**src/rtl/adc_capture.sv**
```systemverilog
// ADC capture block: registered 8-bit sample input, level trigger,
// decimation, sample FIFO and a four-register CPU port.
//
// Ports:
//   clk      system clock, adc_data sampled on its rising edge
//   reset    asynchronous active-low reset
//   adc_data 8-bit unsigned ADC sample, valid every clk
//   cs/we    one-cycle register access strobe, 1 = write
//   addr     register index (0 CTRL, 1 STATUS, 2 DATA, 3 LEVEL/COUNT)
//   din      CPU write data
//   dout     registered CPU read data, held until the next read
//   irq      level interrupt, DONE & IRQ_EN
module adc_capture #(
    parameter int DEPTH = 16
) (
    input  logic       clk,
    input  logic       reset,
    input  logic [7:0] adc_data,
    input  logic       cs,
    input  logic       we,
    input  logic [1:0] addr,
    input  logic [7:0] din,
    output logic [7:0] dout,
    output logic       irq
);

    localparam int AW = $clog2(DEPTH);
    localparam int CW = AW + 1;

    localparam logic [1:0] S_IDLE    = 2'd0;
    localparam logic [1:0] S_ARMED   = 2'd1;
    localparam logic [1:0] S_CAPTURE = 2'd2;

    logic [7:0]    adc_q;
    logic [7:0]    prev_q;
    logic [1:0]    state;
    logic          trig_en;
    logic          irq_en;
    logic [3:0]    dec;
    logic [7:0]    level;
    logic          ovf;
    logic          done;
    logic [3:0]    dec_cnt;
    logic [CW-1:0] samp_cnt;

    logic [7:0]    mem [DEPTH];
    logic [AW-1:0] wr_ptr;
    logic [AW-1:0] rd_ptr;
    logic [CW-1:0] count;

    logic wr_acc;
    logic rd_acc;
    logic arm_wr;
    logic ctrl_wr;
    logic stat_wr;
    logic trig_hit;
    logic in_cap;
    logic take;
    logic last;
    logic empty;
    logic full;
    logic push;
    logic pop;

    always_comb begin
        wr_acc   = cs & we;
        rd_acc   = cs & ~we;
        ctrl_wr  = wr_acc && (addr == 2'd0);
        stat_wr  = wr_acc && (addr == 2'd1);
        arm_wr   = ctrl_wr && din[0];
        trig_hit = (state == S_ARMED) &&
                   (prev_q < level) && (adc_q >= level);
        // The trigger cycle itself is the first capture cycle, so
        // it takes the first sample. An ARM write overrides all.
        in_cap   = !arm_wr &&
                   ((state == S_CAPTURE) || trig_hit);
        take     = in_cap && (dec_cnt == 4'd0);
        last     = (samp_cnt == CW'(DEPTH - 1));
        empty    = (count == '0);
        full     = (count == CW'(DEPTH));
        pop      = rd_acc && (addr == 2'd2) && !empty;
        // A pop in the same cycle frees the slot being written.
        push     = take && (!full || pop);
    end

    assign irq = done & irq_en;

    always_ff @(posedge clk or negedge reset) begin
        if (!reset) begin
            adc_q  <= 8'h00;
            prev_q <= 8'h00;
        end else begin
            adc_q  <= adc_data;
            prev_q <= adc_q;
        end
    end

    always_ff @(posedge clk or negedge reset) begin
        if (!reset) begin
            trig_en <= 1'b0;
            irq_en  <= 1'b0;
            dec     <= 4'd0;
            level   <= 8'h80;
        end else begin
            if (ctrl_wr) begin
                dec     <= din[7:4];
                irq_en  <= din[2];
                trig_en <= din[1];
            end
            if (wr_acc && (addr == 2'd3))
                level <= din;
        end
    end

    always_ff @(posedge clk or negedge reset) begin
        if (!reset) begin
            state    <= S_IDLE;
            dec_cnt  <= 4'd0;
            samp_cnt <= '0;
        end else if (arm_wr) begin
            state    <= din[1] ? S_ARMED : S_CAPTURE;
            dec_cnt  <= 4'd0;
            samp_cnt <= '0;
        end else if (in_cap) begin
            // >= keeps the counter bounded if DEC shrinks mid-run.
            dec_cnt <= (dec_cnt >= dec) ? 4'd0 : dec_cnt + 4'd1;
            state   <= (take && last) ? S_IDLE : S_CAPTURE;
            if (take)
                samp_cnt <= samp_cnt + CW'(1);
        end
    end

    always_ff @(posedge clk or negedge reset) begin
        if (!reset) begin
            done <= 1'b0;
            ovf  <= 1'b0;
        end else begin
            if (arm_wr)
                done <= 1'b0;
            else if (take && last)
                done <= 1'b1;
            else if (stat_wr && din[3])
                done <= 1'b0;

            if (take && full && !pop)
                ovf <= 1'b1;
            else if (stat_wr && din[2])
                ovf <= 1'b0;
        end
    end

    always_ff @(posedge clk) begin
        if (push)
            mem[wr_ptr] <= adc_q;
    end

    always_ff @(posedge clk or negedge reset) begin
        if (!reset) begin
            wr_ptr <= '0;
            rd_ptr <= '0;
            count  <= '0;
        end else begin
            if (push)
                wr_ptr <= wr_ptr + AW'(1);
            if (pop)
                rd_ptr <= rd_ptr + AW'(1);
            unique case ({push, pop})
                2'b10:   count <= count + CW'(1);
                2'b01:   count <= count - CW'(1);
                default: count <= count;
            endcase
        end
    end

    always_ff @(posedge clk or negedge reset) begin
        if (!reset) begin
            dout <= 8'h00;
        end else if (rd_acc) begin
            unique case (addr)
                2'd0: dout <= {dec, 1'b0, irq_en, trig_en, 1'b0};
                2'd1: dout <= {2'b00, state, done, ovf, full, empty};
                2'd2: dout <= pop ? mem[rd_ptr] : 8'h00;
                2'd3: dout <= 8'(count);
            endcase
        end
    end

endmodule

```
**config.mk**
```make
export PLATFORM = sky130hd
export DESIGN_NAME = adc_capture
export DESIGN_NICKNAME = d
export VERILOG_FILES = /design/src/rtl/adc_capture.sv
export SDC_FILE = /design/constraint.sdc
export NUM_CORES = 1
export LEC_CHECK = 0
export CAP_MARGIN = 20
export CORE_MARGIN = 10
export CORE_UTILIZATION = 55
export DETAILED_ROUTE_END_ITERATION = 8
export HOLD_SLACK_MARGIN = 0.02
export PLACE_DENSITY = 0.76
export REMOVE_ABC_BUFFERS = 1
export SLEW_MARGIN = 20
export SYNTH_ARGS = -nofsm -noshare
export SYNTH_HDL_FRONTEND = slang
export SYNTH_SLANG_ARGS = --single-unit
```
**constraint.sdc**
```tcl
create_clock -name clk -period 2.99 [get_ports clk]
set_input_delay 0.598 -clock clk [delete_from_list [all_inputs] [get_ports clk]]
set_output_delay 0.598 -clock clk [all_outputs]
set_load 0.02 [all_outputs]
```
# Yosys cells after proc, flatten, opt, wreduce, memory -nomap -nowiden
# Memory sizes are Yosys's and may differ from the RTL's.
# Cells that the tools add are included.
dict set report word_totals {
  register_bits 64
  mem_count 1
  in_bits 22
  out_inout_bits 9
  ram_bits 128
  elab_cells 89
}
dict set report classes {
  n_addsub 6
  n_lt_le_gt_ge 3
  n_mux 20
  reduce_logical 31
  eq_ne 9
  n_bitwise 4
}
# name words word_bits read_ports rd_clocked_by_memory_dff wr line
set memory_table {}
lappend memory_table {mem 16 8 1 0 1 46} ;# logic [7:0] mem [DEPTH];
# op count
set op_table {}
lappend op_table {{8-bit one-hot mux with 4 select lines} 1}
lappend op_table {{1-bit logical AND} 16}
lappend op_table {{5-bit two-way mux} 3}
lappend op_table {{4-bit by 1-bit adder with 4-bit output, second input constant} 3}
lappend op_table {{4-bit two-way mux} 3}
lappend op_table {{5-bit by 1-bit adder with 5-bit output, second input constant} 2}
lappend op_table {{5-bit one-hot mux with 2 select lines} 1}
lappend op_table {{2-bit == test, second input constant} 4}
lappend op_table {{8-bit >= comparator} 1}
lappend op_table {{8-bit < comparator} 1}
lappend op_table {{2-bit two-way mux} 4}
lappend op_table {{8-bit two-way mux} 1}
lappend op_table {{2-bit nonzero test} 4}
lappend op_table {{1-bit two-way mux} 7}
lappend op_table {{2-bit by 1-bit == test with 1-bit output, second input constant} 3}
lappend op_table {{5-bit by 4-bit == test with 1-bit output, second input constant} 1}
lappend op_table {{5-bit == test, second input constant} 1}
lappend op_table {{5-bit logical NOT} 1}
lappend op_table {{5-bit by 1-bit subtractor with 5-bit output, second input constant} 1}
lappend op_table {{4-bit >= comparator} 1}
lappend op_table {{1-bit logical NOT} 4}
lappend op_table {{4-bit logical NOT} 1}
lappend op_table {{1-bit bitwise AND} 3}
lappend op_table {{3-bit nonzero test} 1}
lappend op_table {{other kinds (4)} 5}

# Logic depth before layout (Yosys ltp)
# Gate-level depths: netlist of the first run.
dict set report depth {
  depth_word 10
  mapped_depth 15
  mapped_depth_nobuf 14
}

# Worst setup path before layout of the first run
# Ideal clock, no wire load.
dict set report synth_timing {
  path_type {flip-flop to flip-flop}
  startpoint {reg level[7]}
  endpoint {reg count[4]}
  path_slack_ns -0.315
  stages_incl_launch_ff 15
  synth_period_minus_slack_ns 3.305
  t_required_ns 2.910
  t_arrival_ns 3.225
  n_path_buf 1
  setup_time_ns 0.080
  path_cell_list {dfstp_2 -> inv_1 -> ha_1 -> nand2_1 -> or4_4 -> a32oi_4 -> buf_2 -> nor2_2 -> nor2_1 -> ha_1 -> a21o_1 -> a21oi_1 -> nor4_1 -> a31oi_1 -> xnor2_1}
}
dict set report synth_via {
  elab_chain_len 9
  word_cells_on_any_way 12
  cone_classes {order compare: 2; eq/ne: 2; mux: 1; reduce/logical: 7}
}
# item line
set synth_lines {}
lappend synth_lines {{from (decl)} 40} ;# logic [7:0] level;
lappend synth_lines {{from (signal assigned)} 111} ;# level <= din;
lappend synth_lines {{8-bit < comparator} 72} ;# (prev_q < level) && (adc_q >= level);
lappend synth_lines {{1-bit logical AND} 71} ;# trig_hit = (state == S_ARMED) &&
lappend synth_lines {{1-bit logical AND *} 72}
lappend synth_lines {{1-bit logical OR *} 76} ;# ((state == S_CAPTURE) || trig_hit);
lappend synth_lines {{1-bit logical AND *} 75} ;# in_cap = !arm_wr &&
lappend synth_lines {{1-bit logical AND *} 77} ;# take = in_cap && (dec_cnt == 4'd0);
lappend synth_lines {{1-bit logical AND *} 83} ;# push = take && (!full || pop);
lappend synth_lines {{2-bit by 1-bit == test with 1-bit output / 2-bit == test (equally long branches)} 167} ;# unique case ({push, pop})
lappend synth_lines {{5-bit one-hot mux with 2 select lines / 2-bit nonzero test (equally long branches)} -}
lappend synth_lines {{to (signal assigned)} 168} ;# 2'b10: count <= count + CW'(1);
lappend synth_lines {{to (signal assigned)} 169} ;# 2'b01: count <= count - CW'(1);
lappend synth_lines {{to (signal assigned)} 170} ;# default: count <= count;
lappend synth_lines {{to (decl)} 49} ;# logic [CW-1:0] count;
# Mark *: on every way between the ends. The rest lies on a longest branch, timed or not.
# A chain may end at the register's enable or synchronous reset.

# Worst setup path after layout of the first run
# Same ends and word-level chain as after synthesis.

==> results of run 1 <==
==> metrics by stage <==
stage	power (mW)	setup TNS [ns]	area, sq um	cells	setup slack, ns
floorplan	4.88	-2.45	8110	480	-0.269
global placement	5.59	-0.228	9050	747	-0.126
detailed placement	5.70	-1.35	9050	747	-0.222
CTS	7.93	-0.0489	9660	779	-0.0489
global route	8.41	-7.05	9820	782	-0.279
finish	8.01	-0.297	9820	782	-0.120
==> final cells by class <==
type / count / area (sq um) / area share, %
Clock inverter: 15 / 156 / 1.59
Multi-Input combinational cell: 269 / 2730 / 27.8
Sequential cell: 192 / 5450 / 55.5
Tap cell: 184 / 230 / 2.34
Clock buffer: 17 / 425 / 4.33
Inverter: 19 / 71.3 / 0.726
Timing Repair Buffer: 86 / 762 / 7.76
==> cells in the mapped netlist (all sizes together), types with 9 or more instances <==
cell type	count	area (sq um)
a21oi	10	50.1
a31oi	9	56.3
clkbuf	10	37.5
dfrtp	63	1580
edfxtp	128	3840
ha	31	388
inv	19	71.3
mux2	15	180
mux4	40	942
nand2	38	143
nor2	32	130
o21ai	14	70.1
xnor2	10	87.6
==> logic make-up after synthesis <==
| kind of cell | after synthesis | synth area share, % |
|---|---|---|
| AO/OA/AOI/OAI | 57 | 4.74 |
| XOR/XNOR | 11 | 1.17 |
| adder cells (fa/ha/maj) | 32 | 4.97 |
| buffers and inverters | 37 | 2.10 |
| flip-flops | 192 | 66.3 |
| multiplexers | 58 | 14.2 |
| AND/OR/NAND/NOR | 111 | 6.51 |
==> what timing repair did <==
action / CTS / global route
setup endpoints to repair: 27 / 132
hold buffers: 0 / 0
setup buffers: 0 / 4
pin swaps: 5 / 10
resized for setup: 8 / 30
==> per-layer routing <==
layer  vias up  global-route usage, %  wire [microns]
li1       2095                      -               -
met1      2394                   21.8            7140
met2       138                   30.8            9270
met3        23                   3.97             843
met4         0                   5.92             350
met5         -                      0               0
==> state kept, by name, summed over array words and instances, names as in the netlist, 5 cells and up <==
register  flops
mem         128
samp_cnt      5
prev_q        8
count         5
dout          8
adc_q         8
level         8
==> power by group through the flow <==
stage               sequential (mW)  combinational, mW  clock (mW)
floorplan                      3.57               1.32           0
global placement               3.46               2.13           0
detailed placement             3.48               2.21           0
CTS                            3.43               2.26        2.23
global route                   3.50               2.57        2.34
finish                         3.45               2.35        2.20
==> critical path, cell delays in order, from the launching register on <==
cell,delay [ns]
dfstp_2,0.54
inv_2,0.06
ha_4,0.27
nand2_2,0.05
or3_4,0.34
o221ai_4,0.25
a32oi_4,0.17
nor2_4,0.14
nor2_4,0.07
fa_2,0.38
a21o_1,0.19
a21oi_2,0.16
nor4_1,0.06
a31oi_1,0.20
xnor2_1,0.14
==> path summary, 6_finish.rpt <==
path | start | end | cells past startpoint
setup / recovery | level[7] | count[4] | 14
hold / removal | reset | dec[1] | 1
setup reg to reg | level[7] | count[4] | 14
hold reg to reg | ovf | ovf | 2
max in group asynchronous | reset | count[4] | 2
min in group clk | ovf | ovf | 2
==> reports/metrics.yaml, run 1 <==
status: "finished, violations left"
violations: "setup timing"
start_util_pct: 56.3
clkSinkCount: 192
root_buffer: "clkbuf_16"
tightest_slew_ns: 0.678
final_util_pct: 67.3
ys_seq_elements: 192
hp-class: "primary input to asynchronous set/reset pin"
drc: 0
synth-seq-area-share_pct: 66.3
routed_wirelength_microns: 17600
peakVddDrop_mv: 0.500
final_common_cell: "edfxtp_1"
slew_headroom_pct: 54.8
row_count: 44
fin_hold_ws_ns: 0.210
layout_common_cells: "edfxtp_1, dfrtp_1, buf_4"
power_frac_seq_pct: 43.1
die_w_microns: 142
syn_area_per_cell_sq_um: 16.5
post-route-period-util_pct: 104
p_sw_mw: 2.53
synth_edf_count: 128
path_clk_slew_ns: 0.07
p_comb_share_pct: 29.4
avgRoutedWirePerCell_microns: 22.5
drive_above_1_share_pct: 27.8
powerDensity_mw_per_mm2: 816
p_int_mw: 5.48
period_minus_slack_ns: 3.11
critPathKind: "flop to flop"
vias_per_cell: 5.95
end_kind: "flop"
syn2layout_area_growth_pct: 19.6
cts_tree: "built"
dpl.hpwl_microns: 12100
crit_path_start_kind: "flop"
grt_setup_unrepaired: "true"
htreeDepth: 4
routabilityCongestion: 0.894
die_y_microns: 142
nNetsFinal: 639
antenna_left: 0
fmax_ghz: 0.322
netlist_area_sq_mm: 0.00821
final-setup-viol-count: 13
crit_required_ns: 3.33
grtUsageTotal_pct: 17.9
clock_skew_ns: 0.0118
netlist-cell-type-count: 52
io_pins: 31
dr_total_vias: 4650
grt_pass1_wl_microns: 27400
crit_path_max_fanout: 4
synthCells: 498
cts_max_path_buffers: 2
yosys_warnings: 0
slew_violations: 0
arrival_ns: 3.45
cts_buffers: 17
async_flop_share_pct: 33.3
p_clk_share_pct: 27.5
grt_start_max_net_pins: 33
dieArea_sq_mm: 0.0202
antenna_found_initial: 0
ys.flop_type: "edfxtp_1"
swShare_pct: 31.5
finalHoldViolCount: 0
grt_pass1_vias: 4884
drt-initial-drc-count: 281
coreArea_sq_mm: 0.0146
io_buffers: 30
clock_latency_ns: 0.43
grt-ovfl-total: 0
timing.max_cap.violations: 0
finalWorstSetupSlack_ns: -0.120
fillCellCount: 982
rrSetupSlack_ns: -0.12
power_leakage_nw: 3.69
drt_pass1_iterations: 4
n_antenna_cell: 0
Note: power is estimated with default switching activity, not from simulation.
==> run 2, diff against run 1 <==
Settings changed: CORE_UTILIZATION 55 to 57, CTS_BUF_LIST set to sky130_fd_sc_hd__clkbuf_16, DONT_BUFFER_PORTS set to 1, PLACE_DENSITY 0.76 to 0.75, SKIP_CTS_REPAIR_TIMING set to 1.
==> reports/metrics.yaml, run 2 (same netlist as run 1, synthesis figures left out) <==
io_pins: 31  # unchanged
grt-ovfl-total: 0  # unchanged
drive_above_1_share_pct: 27.1  # -0.70 points
p_comb_share_pct: 27.8  # -1.6 points
slew_headroom_pct: 59.1  # +4.3 points
final_common_cell: "edfxtp_1"
row_count: 43  # -2.3%
crit_path_max_fanout: 4  # unchanged
dieArea_sq_mm: 0.0196  # -3.0%
peakVddDrop_mv: 0.474  # -5.3%
p_clk_share_pct: 27.8  # +0.3 points
cp_cell_sequence: "inv_2 -> ha_4 -> nand2_2 -> or4_4 -> a32oi_4 -> nor2_4 -> nor2_4 -> ha_4 -> a21o_1 -> a21oi_2 -> xnor2_1 -> mux2_4"
n_antenna_cell: 0  # unchanged
critPathKind: "flop to flop"
violations: "setup timing"
cts_max_path_buffers: 2  # unchanged
status: "finished, violations left"
rr_worst_depth: 12  # -2
final_util_pct: 67.4  # about the same
critPathMaxStageDelay_ns: 0.54  # about the same
largest_register: "mem"
drt_pass1_iterations: 4  # unchanged
final-setup-viol-count: 2  # -11
dpl.hpwl_microns: 11800  # -3.0%
clock_skew_ns: 0.00922  # -0.00259 ns
finalWorstSetupSlack_ns: -0.0210  # +0.0987 ns
cts_buffers: 17  # unchanged
coreArea_sq_mm: 0.0140  # -4.1%
vias_per_cell: 6.12  # +3.0%
nNetsFinal: 599  # -6.3%
end_kind: "flop"
die_w_microns: 140  # -1.5%
rrSetupSlack_ns: -0.02  # +0.10 ns
grt_pass1_wl_microns: 27700  # +1.3%
htreeDepth: 4  # unchanged
slew_violations: 0  # unchanged
cp_slowest_cell: "dfstp_2"
largest_register_ffs: 128  # unchanged
power_frac_seq_pct: 44.4  # +1.3 points
antenna_found_initial: 1  # +1
grt_start_max_net_pins: 65  # +97%
hp-class: "primary input to asynchronous set/reset pin"
cts_tree: "built"
crit_path_start_kind: "flop"
drt-initial-drc-count: 223  # -21%
timing.max_cap.violations: 0  # unchanged
syn2layout_area_growth_pct: 14.7
finalHoldViolCount: 0  # unchanged
io_buffers: 0  # -100%
arrival_ns: 3.32  # -0.13 ns
fin_hold_ws_ns: 0.0498  # -0.160 ns
routed_wirelength_microns: 17900  # +1.8%
crit_required_ns: 3.30  # -0.03 ns
dr_total_vias: 4519  # -2.8%
die_y_microns: 140  # -1.5%
root_buffer: "clkbuf_16"
placed_area_sq_mm: 0.00868  # -4.1%
layout_common_cells: "edfxtp_1, dfrtp_1, buf_4"
clkSinkCount: 192  # unchanged
post-route-period-util_pct: 101  # -3.3 points
antenna_left: 0  # unchanged
p_sw_mw: 2.44  # -3.4%
path_clk_slew_ns: 0.07  # about the same
start_util_pct: 58.7  # +2.4 points
place_ws_ns: -0.171  # +0.0510 ns
p_int_mw: 5.41  # -1.4%
avgRoutedWirePerCell_microns: 24.3  # +7.8%
grt_pass1_vias: 4704  # -3.7%
routabilityCongestion: 0.897  # +0.38%
clock_latency_ns: 0.43  # about the same
design_area_sq_mm: 0.00942  # -4.1%
grtUsageTotal_pct: 18.4  # +0.55 points
power_leakage_nw: 3.51  # -4.9%
period_minus_slack_ns: 3.01  # -0.0987 ns
swShare_pct: 31.1  # -0.45 points
fmax_ghz: 0.332  # +3.3%
drc: 0  # unchanged
powerDensity_mw_per_mm2: 833  # +2.2%
grt_setup_unrepaired: "true"
tightest_slew_ns: 0.614  # -0.0643 ns
-- run 2: routing by layer --
| layer | routed length [microns] | global-route usage (%) | share of wire [%] | up-vias |
|---|---|---|---|---|
| met5 | 0 | 0 | 0 | - |
| met4 | 425 | 5.98 | 2.4 | 0 |
| met3 | 1130 | 5.48 | 6.3 | 33 |
| met2 | 9220 | 30.4 | 51 | 160 |
| met1 | 7150 | 22.8 | 40 | 2303 |
| li1 | - | - | - | 2023 |
-- run 2: stage by stage --
stage               instances  setup TNS [ns]  total power [mW]
finish                    738         -0.0413              7.85
global route              738          -0.295              8.21
CTS                       736          -0.377              7.74
detailed placement        704          -0.320              5.56
global placement          704          -0.256              5.45
floorplan                 480           -2.45              4.88
-- run 2: final timing paths --
path / to / startpoint
min in group clk: adc_q[5] / adc_data[5]
worst max-delay path: count[3] / level[7]
worst min register to register: prev_q[5] / adc_q[5]
worst min-delay path: prev_q[7] / reset
max in group asynchronous: rd_ptr[0] / reset
worst max register to register: count[3] / level[7]
-- run 2: power groups by stage --
stage               clock (mW)  combinational [mW]  sequential, mW
global placement             0                1.96            3.49
detailed placement           0                2.04            3.52
finish                    2.18                2.18            3.49
global route              2.32                2.37            3.53
CTS                       2.21                2.07            3.46
floorplan                    0                1.32            3.57
-- run 2: cell type report --
| type | count | area (sq um) |
|---|---|---|
| Clock buffer | 17 | 425 |
| Clock inverter | 15 | 136 |
| Fill cell | 902 | 4570 |
| Inverter | 19 | 71.3 |
| Multi-Input combinational cell | 269 | 2730 |
| Sequential cell | 192 | 5450 |
| Tap cell | 180 | 225 |
| Timing Repair Buffer | 46 | 382 |
-- run 2: critical path, delay by kind of cell (launching register included) --
kind,cells,cell delay (ns)
simple gates,4,0.87
flops,1,0.54
fa+ha+maj,2,0.51
compound gates,3,0.55
buf+inv,1,0.06
xor+xnor,1,0.08
mux,1,0.27
